## src/rtl/bsg_lane_scatter.sv

```systemverilog
// Lane scatter: takes a lane mask, then popcount(mask) packed words (lowest active lane
// first), and presents them expanded into their lane positions as one sparse vector.
module bsg_lane_scatter #(
   parameter int width_p = 8,
   parameter int els_p   = 4
) (
   input  logic                       clk_i,
   input  logic                       reset_n_i,
   input  logic                       mask_v_i,
   input  logic [els_p-1:0]           mask_i,
   output logic                       mask_ready_o,
   input  logic                       data_v_i,
   input  logic [width_p-1:0]         data_i,
   output logic                       data_ready_o,
   output logic                       v_o,
   output logic [els_p*width_p-1:0]   data_o,
   output logic [els_p-1:0]           mask_o,
   input  logic                       yumi_i
);

   localparam int cnt_w_lp  = $clog2(els_p + 1);
   localparam int lane_w_lp = (els_p > 1) ? $clog2(els_p) : 1;

   typedef enum logic [1:0] {IDLE, COLLECT, DONE} state_e;

   state_e                     state_q, state_d;
   logic [els_p-1:0]           mask_q, mask_d;
   logic [els_p*width_p-1:0]   data_q, data_d;
   logic [cnt_w_lp-1:0]        cnt_q, cnt_d;

   logic [cnt_w_lp-1:0]        popcnt;
   logic [cnt_w_lp-1:0]        seen;
   logic [lane_w_lp-1:0]       lane_sel;

   // Lane for the next word is the position of the cnt-th set bit of the latched mask.
   always_comb begin
      popcnt   = '0;
      seen     = '0;
      lane_sel = '0;
      for (int k = 0; k < els_p; k++) begin
         if (mask_q[k]) begin
            if (seen == cnt_q) lane_sel = lane_w_lp'(k);
            seen = seen + cnt_w_lp'(1);
         end
      end
      popcnt = seen;
   end

   always_comb begin
      state_d = state_q;
      mask_d  = mask_q;
      data_d  = data_q;
      cnt_d   = cnt_q;
      case (state_q)
         IDLE: begin
            if (mask_v_i) begin
               mask_d  = mask_i;
               data_d  = '0;
               cnt_d   = '0;
               state_d = (mask_i == '0) ? DONE : COLLECT;
            end
         end
         COLLECT: begin
            if (data_v_i) begin
               for (int k = 0; k < els_p; k++) begin
                  if (lane_sel == lane_w_lp'(k)) data_d[k*width_p +: width_p] = data_i;
               end
               cnt_d = cnt_q + cnt_w_lp'(1);
               if (cnt_q + cnt_w_lp'(1) == popcnt) state_d = DONE;
            end
         end
         DONE: begin
            if (yumi_i) state_d = IDLE;
         end
         default: state_d = IDLE;
      endcase
   end

   always_ff @(posedge clk_i or negedge reset_n_i) begin
      if (!reset_n_i) begin
         state_q <= IDLE;
         mask_q  <= '0;
         data_q  <= '0;
         cnt_q   <= '0;
      end else begin
         state_q <= state_d;
         mask_q  <= mask_d;
         data_q  <= data_d;
         cnt_q   <= cnt_d;
      end
   end

   assign mask_ready_o = (state_q == IDLE);
   assign data_ready_o = (state_q == COLLECT);
   assign v_o          = (state_q == DONE);
   assign data_o       = data_q;
   assign mask_o       = mask_q;

endmodule

```

## config.mk

```make
export PLATFORM = sky130hd
export DESIGN_NAME = bsg_lane_scatter
export DESIGN_NICKNAME = d
export VERILOG_FILES = /design/src/rtl/bsg_lane_scatter.sv
export SDC_FILE = /design/constraint.sdc
export NUM_CORES = 1
export LEC_CHECK = 0
export ABC_AREA = 1
export BUFFER_PORTS_ARGS = -buffer_cell sky130_fd_sc_hd__buf_2
export CAP_MARGIN = 20
export CORE_AREA = 5 5 78 62
export CTS_CLUSTER_DIAMETER = 30
export DETAILED_ROUTE_END_ITERATION = 7
export DIE_AREA = 0 0 83 67
export PLACE_DENSITY_LB_ADDON = 0.12
export SYNTH_ARGS = -nofsm -noshare
export SYNTH_HDL_FRONTEND = slang
export SYNTH_SLANG_ARGS = --single-unit
```

## constraint.sdc

```tcl
create_clock -name clk_i -period 3.5 [get_ports clk_i]
set_input_delay 0.7 -clock clk_i [delete_from_list [all_inputs] [get_ports clk_i]]
set_output_delay 0.7 -clock clk_i [all_outputs]
set_load 0.05 [all_outputs]
```

# After elaboration in Yosys (flattened, before gate mapping)
# Index checks and enable logic that the tools add are counted.
totals:
  register_bits: 41
  inputBits: 17
  out_inout_bits: 39
  elab_cells: 65
classes:
  addsub: 4
  eq_ne: 17
  mux: 26
  reduce_logical: 11
op_table:
  columns: ["operator", "count"]
  rows:
  - ["$mux 32", 2]
  - ["$pmux 32 s2", 1]
  - ["$mux 8", 4]
  - ["$reduce_and 4->1", 5]
  - ["$mux 2", 9]
  - ["$mux 3", 5]
  - ["$add 3x1->3 const B", 4]
  - ["$eq 3x3->1", 4]
  - ["$ne 2x1->1 const B", 6]
  - ["$eq 2x2->1 const B", 3]
  - ["$pmux 2 s3", 1]
  - ["$pmux 3 s2", 1]
  - ["$eq 2x1->1 const B", 2]
  - ["$logic_not 2->1", 2]
  - ["$logic_not 4->1", 1]
  - ["$ne 2x2->1 const B", 2]
  - ["$mux 1", 3]
  - ["$reduce_and 3->1", 1]
  - ["$reduce_and 2->1", 1]
  - ["$reduce_bool 2->1", 1]

# Longest topological paths before layout
# Gate-level depths: netlist of run 1.
depth:
  word_depth: 12
  depth_mapped: 15

# Least setup slack after synthesis of run 1
# OpenSTA, ideal clock, no wires.
synth_timing:
  path_type: "register to register"
  from: "register mask_q[0], in the netlist mask_o[0]"
  to: "register state_q[1]"
  setup_time_ps: 119
  t_arrival_ps: 2077
  path_slack_ps: 1303
  path_stages_with_launch: 16
  cell_sequence: "dfrtp_1 -> inv_1 -> ha_1 -> inv_1 -> nand2_1 -> nand2_2 -> ha_1 -> nand2_1 -> nand2_1 -> nand2_1 -> nand2_1 -> nor2_1 -> nand2_1 -> nand2_1 -> nand2_1 -> nand2_1"
synth_between:
  elab_chain_len: 10
synth_rtl:
  columns: ["item", "line_no", "source"]
  rows:
  - ["start, declared", "27", "logic [els_p-1:0] mask_q, mask_d;"]
  - ["start signal, assigned", "87", "mask_q <= mask_d;"]
  - ["$mux 1 (*)", "41", "if (mask_q[k]) begin"]
  - ["$add 3x1->3", "43", "seen = seen + cnt_w_lp'(1);"]
  - ["$mux 3 (*)", "41", null]
  - ["$add 3x1->3", "43", null]
  - ["$mux 3 (*)", "41", null]
  - ["$add 3x1->3", "43", null]
  - ["$mux 3 (*)", "41", null]
  - ["$eq 3x3->1 (*)", "69", "if (cnt_q + cnt_w_lp'(1) == popcnt) state_d = DONE;"]
  - ["$ne 2x1->1 (no line) (*)", null, null]
  - ["$reduce_and 4->1 (no line) (*)", null, null]
  - ["end signal, assigned", "86", "state_q <= state_d;"]
  - ["end, declared", "26", "state_e state_q, state_d;"]
# Every way passes the cells marked *; elsewhere a longest branch is shown, timed or not.
# A chain may end at the register's enable or synchronous reset.

# Worst setup path after layout of run 1
layout_timing:
  from: "register state_q[1]"
  to: "output port data_ready_o"
layout_between:
  elab_chain_len: 1
layout_rtl:
  columns: ["item", "line_no", "source"]
  rows:
  - ["$eq 2x1->1", "94", "assign data_ready_o = (state_q == COLLECT);"]
  - ["end, declared", "14", "output logic data_ready_o,"]
# Every way passes these cells.

==> impl_results.md, run 1 <==
- Largest net degree at the start of global routing: 42
- Row cnt: 20
- Critical Path AT: 1.46 ns
- Layout cells sized above 1: 32.3%
- Mean Syn Cell Area: 8.16 sq um
- Outcome: complete, no violations
- CTS max path bufs: 2
- Antenna diodes: 0
- Core Region: 3950 sq um
- Setup_tns: 0 ns
- Unrepaired setup endpoints after global routing: no
- DRC: 0
- Initial drt markers: 110
- Slew Limit Fails: 0
- #FFs+latches synth: 41
- Post-CTS Setup Bufs: 0
- Clock Sink Count: 41
- Critical Path Fanout Max: 13
- Worst Skew: 0.0114 ns
- RePlAce Congestion: 0.906
- Hold crit path type: reg2reg
- Period utilization: 61.8%
- Worst slew pin tran: 0.893 ns
- Area Growth Syn to Fin: 19.0%
- Syn nets: 291
- Cts bufs inserted: 5
- Grt total ovfl: 0
- CTS tree: done
- Area share of the largest cell type after synthesis: 46.6%
- Routed vias/inst: 4.83
- Layout Nets: 348
- Reg-to-reg setup timing slack: 1.49 ns
- Die span in x: 83 um
- Largest area contributor in the netlist: dfrtp_1
- CTS clk-pin slew, worst paths: 0.08 ns
- Total number of vias: 1848
- Critical Path RT: 2.80 ns
- Top cells by area, synth: dfrtp_1 47%, nand2_1 16%, nand3_1 6.6%
- Vias in the first global route: 1809
- Cts repair resizes: 0
- Fillers: 377
- Synth warn: 0
- Clock Latency Late Sink: 0.30 ns
- CTS Hold Bufs: 0
- Worst slack at placement: 1.50 ns
- Antenna violations before repair: 0
- DIE AREA: 5560 sq um
- CTS root buf: clkbuf_8
- Slew HR: 40.5%
- Final Setup Violations: 0
- Post-synthesis sequential area ratio: 46.6%
- Min setup slack post-route: 1.34 ns
- 1st-pass router iterations: 4
- Mapped cell area: 2200 sq um
- Cell variety after synth: 25
- Post-DR wirelength/cell: 12.9 um
- Ports: 56
- Post-layout minimum cycle time: 2.16 ns
- WL final: 4930 um
- HPWL after DPL: 3780 um
- Buffers added on ports: 55
- Crit. End Element: primary output
- CP Launch Type: flip-flop
- Peak Freq: 463 MHz
- H-tree depth: 2
- Die height: 67 um
- Routed Antenna Nets: 0
- GRT Util Overall: 19.0%
- Final hold violations: 0
- Starting Density: 55.7%
- Crit Path Category: reg2out
- Post-Synthesis Cells: 270
- Global-route wire length before repair: 8340 um
- Max-cap violations: 0
-- Yosys cell counts --
master and n:
nor2_1 10, o22ai_1 2, dfrtp_1 41, nand3_1 29, inv_2 5, buf_6 2, ha_1 4, a21oi_1 3
xor2_1 1, nand2b_1 1, and2_1 1, buf_2 1, nand4_1 1, o21ai_2 16, buf_4 2, nand2_4 6
o21ai_4 1, nor3_1 1, nor2_4 1, nand2_1 94, nand2_2 12, inv_1 28, nor2_2 2, nor3_4 1
o21ai_0 5
-- layout by cell type (no fill, tap or decap) --
cell / synthesis / routed
nor2_1: 10 / 10
ha_1: 4 / 4
bufinv_16: 0 / 1
xor2_1: 1 / 1
dfrtp_1: 41 / 41
inv_2: 5 / 5
nand2_1: 94 / 94
nor2_2: 2 / 2
nor3_1: 1 / 1
nand2_2: 12 / 12
o21ai_4: 1 / 1
nand2_4: 6 / 6
clkbuf_1: 0 / 1
buf_2: 1 / 55
o22ai_1: 2 / 2
nand4_1: 1 / 1
nor2_4: 1 / 1
nand3_1: 29 / 29
nor3_4: 1 / 1
o21ai_2: 16 / 16
o21ai_0: 5 / 5
a21oi_1: 3 / 3
and2_1: 1 / 1
clkbuf_8: 0 / 6
nand2b_1: 1 / 1
inv_1: 28 / 28
-- kinds of logic after synthesis --
logic type	Yosys count	synth area share [%]
AO/OA/AOI/OAI	27	9.49
XOR/XNOR	1	0.398
adder cells (fa/ha/maj)	4	2.27
buffers and inverters	38	7.56
flip-flops	41	46.6
AND/OR/NAND/NOR	159	33.7
-- critical path: stages (launching register included) --
cell	delay, ns
dfrtp_1	0.45
nor2_4	0.36
buf_2	0.34
-- routing by layer --
layer	part of all wire, %	vias to the layer above	track usage, %	wire length (um)
li1	-	963	-	-
met1	50	823	27.6	2460
met2	41	55	26.1	2020
met3	7.7	7	6.18	381
met4	1.4	0	7.14	70
met5	0	-	0	0
-- per-stage QoR --
step	hold WS, ns	std cells	utilization [%]	cell area [sq um]
final	0.471	383	66.3	2620
after global routing	0.503	383	66.3	2620
after CTS	0.474	383	66.3	2620
after detailed placement	0.455	375	63.3	2500
after global placement	0.453	375	63.3	2500
after floorplan	0.404	270	-	2200
-- final timing paths --
check | cells past startpoint | to | from
max | 2 | data_ready_o | state_q[1]$_DFFE_PN0P_
min | 2 | data_o[14]$_DFFE_PN0P_ | data_o[14]$_DFFE_PN0P_
max reg2reg | 14 | state_q[0]$_DFFE_PN0P_ | mask_o[0]$_DFFE_PN0P_
min reg2reg | 2 | data_o[14]$_DFFE_PN0P_ | data_o[14]$_DFFE_PN0P_
max in group asynchronous | 1 | data_o[0]$_DFFE_PN0P_ | reset_n_i
min in group asynchronous | 1 | mask_o[2]$_DFFE_PN0P_ | reset_n_i
-- state kept, by name (all words and copies together), names as in the netlist --
name and cells:
mask_o 4, state_q 2, data_o 32, cnt_q 3
-- cell type report --
type	instances	area (sq um)	area share (%)
Multi-Input combinational cell	191	1010	38.5
Clock buffer	7	86.3	3.30
Clock inverter	1	30.0	1.15
Inverter	33	124	4.73
Sequential cell	41	1030	39.2
Tap cell	55	68.8	2.63
Timing Repair Buffer	55	275	10.5
Power of run 1 is not shown: default switching activity piles up to over one toggle a cycle in this logic, so the estimate is an artifact.
==> run 2: changes to the inputs <==
--- a/config.mk
+++ b/config.mk
@@ -8,10 +8,10 @@
 export ABC_AREA = 1
 export BUFFER_PORTS_ARGS = -buffer_cell sky130_fd_sc_hd__buf_2
 export CAP_MARGIN = 20
-export CORE_AREA = 5 5 78 62
+export CORE_AREA = 5 5 85 67
 export CTS_CLUSTER_DIAMETER = 30
 export DETAILED_ROUTE_END_ITERATION = 7
-export DIE_AREA = 0 0 83 67
+export DIE_AREA = 0 0 90 72
 export PLACE_DENSITY_LB_ADDON = 0.12
 export SYNTH_ARGS = -nofsm -noshare
 export SYNTH_HDL_FRONTEND = slang
==> constraint.sdc (replaced) <==
create_clock -name clk_i -period 1.8 [get_ports clk_i]
set_input_delay 0.36 -clock clk_i [delete_from_list [all_inputs] [get_ports clk_i]]
set_output_delay 0.36 -clock clk_i [all_outputs]
set_load 0.05 [all_outputs]
==> run 2 against run 1 <==
  * The flow now finishes with violations (negative setup slack)
  * Cell count up 4.4%
  * Hold slack lost 0.45 ns
  * Largest cell class is now multi-input gates
  * Flip-flop and latch count unchanged
  * Highest routed layer unchanged
==> impl_results.md, run 2 (synthesis results as in run 1) <==
- Period utilization: 100%
- Post-layout minimum cycle time: 1.80 ns
- Peak Freq: 555 MHz
- Outcome: finished, violations left
- Antenna diodes: 0
- Critical Path RT: 2.03 ns
- Post-route cell area: 2890 sq um
- Failing checks: negative setup slack
- Antenna violations before repair: 0
- Worst Skew: 0.00654 ns
- Unrepaired setup endpoints after global routing: yes
- Largest register FFs: 32
- Clock Latency Late Sink: 0.29 ns
- Die height: 72 um
- Global-route wire length before repair: 8690 um
- Commonest non-fill, non-tap cell in the layout: nand2_1
- Crit Path Category: reg2reg
- Sequential cell area: 1030 sq um
- Crit. End Element: flip-flop
- Multi-input gate area: 1170 sq um
- Routed vias/inst: 4.84
- WL final: 5480 um
- GRT Util Overall: 16.5%
- Final Setup Violations: 1
- Final hold violations: 0
- Fillers: 430
- Slew Limit Fails: 0
- Min setup slack post-route: -0.00199 ns
- Ports: 56
- HPWL after DPL: 3970 um
- Routed Antenna Nets: 0
- Vias in the first global route: 1825
- CP Launch Type: flip-flop
- Area Growth Syn to Fin: 31.4%
- Initial drt markers: 112
- Core Region: 4760 sq um
- Cts bufs inserted: 5
- Die span in x: 90 um
- H-tree depth: 2
- 1st-pass router iterations: 4
- Buffers added on ports: 55
- CTS clk-pin slew, worst paths: 0.08 ns
- RePlAce Congestion: 0.876
- CTS max path bufs: 2
- Total number of vias: 1935
- Max-cap violations: 0
- Hold crit path type: in2async
- Largest net degree at the start of global routing: 42
- Row cnt: 22
- Grt total ovfl: 0
- CTS root buf: clkbuf_8
- Critical Path AT: 2.03 ns
- Slew HR: 79.5%
- CTS tree: done
- Post-DR wirelength/cell: 13.7 um
- Critical Path Fanout Max: 5
- DRC: 0
- Most frequent cells in the layout: 83 x nand2_1, 54 x buf_2, 38 x dfrtp_1
- Starting Density: 46.2%
- Layout cells sized above 1: 42.6%
- Worst slew pin tran: 0.308 ns
- Layout Nets: 360
- Clock Sink Count: 41
- Area after DPL: 2640 sq um
- DIE AREA: 6480 sq um
==> run 2: final timing paths <==
check                      cells after the start  slack (ns)                     end                   start
max                                           13      -0.002  state_q[1]$_DFFE_PN0P_   mask_o[0]$_DFFE_PN0P_
min                                            2        0.02   mask_o[3]$_DFFE_PN0P_               reset_n_i
min in group clk_i                             3        0.34   mask_o[3]$_DFFE_PN0P_               mask_i[3]
max in group asynchronous                      2        1.56   mask_o[1]$_DFFE_PN0P_               reset_n_i
max reg2reg                                   13      -0.002  state_q[1]$_DFFE_PN0P_   mask_o[0]$_DFFE_PN0P_
min reg2reg                                    2        0.47  data_o[13]$_DFFE_PN0P_  data_o[13]$_DFFE_PN0P_
==> run 2: worst max-delay path: stages (launching register included) <==
cell and delay (ns):
dfrtp_2 0.43, inv_2 0.07, ha_4 0.22, nand2_1 0.11
nand2_4 0.07, ha_4 0.26, nand2_2 0.05, nand3_2 0.07
nand2_2 0.06, a21oi_2 0.12, nand2_1 0.09, nand2_2 0.08
nand2_1 0.05, nand2_1 0.06
==> run 2: through the flow <==
stage               hold slack [ns]  setup TNS [ns]  setup slack [ns]  utilization (%)  std cells
finish                       0.0215        -0.00199          -0.00199             60.7        400
global route                 0.0278           -1.56            -0.130             60.7        400
CTS                          0.0277        -0.00323          -0.00323             58.5        397
detailed placement            0.351         -0.0575           -0.0356             55.4        388
global placement              0.348               0          0.000726             55.4        388
floorplan                    0.0644          -0.746            -0.125                -        270
==> run 2: layout make-up <==
type | count | share of cell area, %
Clock buffer | 6 | 2.85
Clock inverter | 2 | 1.30
Inverter | 33 | 4.28
Multi-Input combinational cell | 194 | 40.4
Sequential cell | 41 | 35.6
Tap cell | 60 | 2.60
Timing Repair Buffer | 64 | 12.9
==> run 2: repair_timing <==
| action | in CTS | in global routing |
|---|---|---|
| resized for setup | 8 | 18 |
| buffers inserted | 1 | 0 |
| gates cloned | 0 | 3 |
| pin swaps | 6 | 3 |
| endpoints found under the hold margin | 0 | 0 |
| hold buffers | 0 | 0 |
| setup endpoints to repair | 3 | 27 |
==> run 2: per-layer routing <==
metal	up-vias	routed length [um]	global-route usage, %
li1	992	-	-
met1	890	2750	24.9
met2	49	2350	22.8
met3	4	340	5.18
met4	0	37	3.97
met5	-	0	0
Power of run 2 is left out for the same reason.
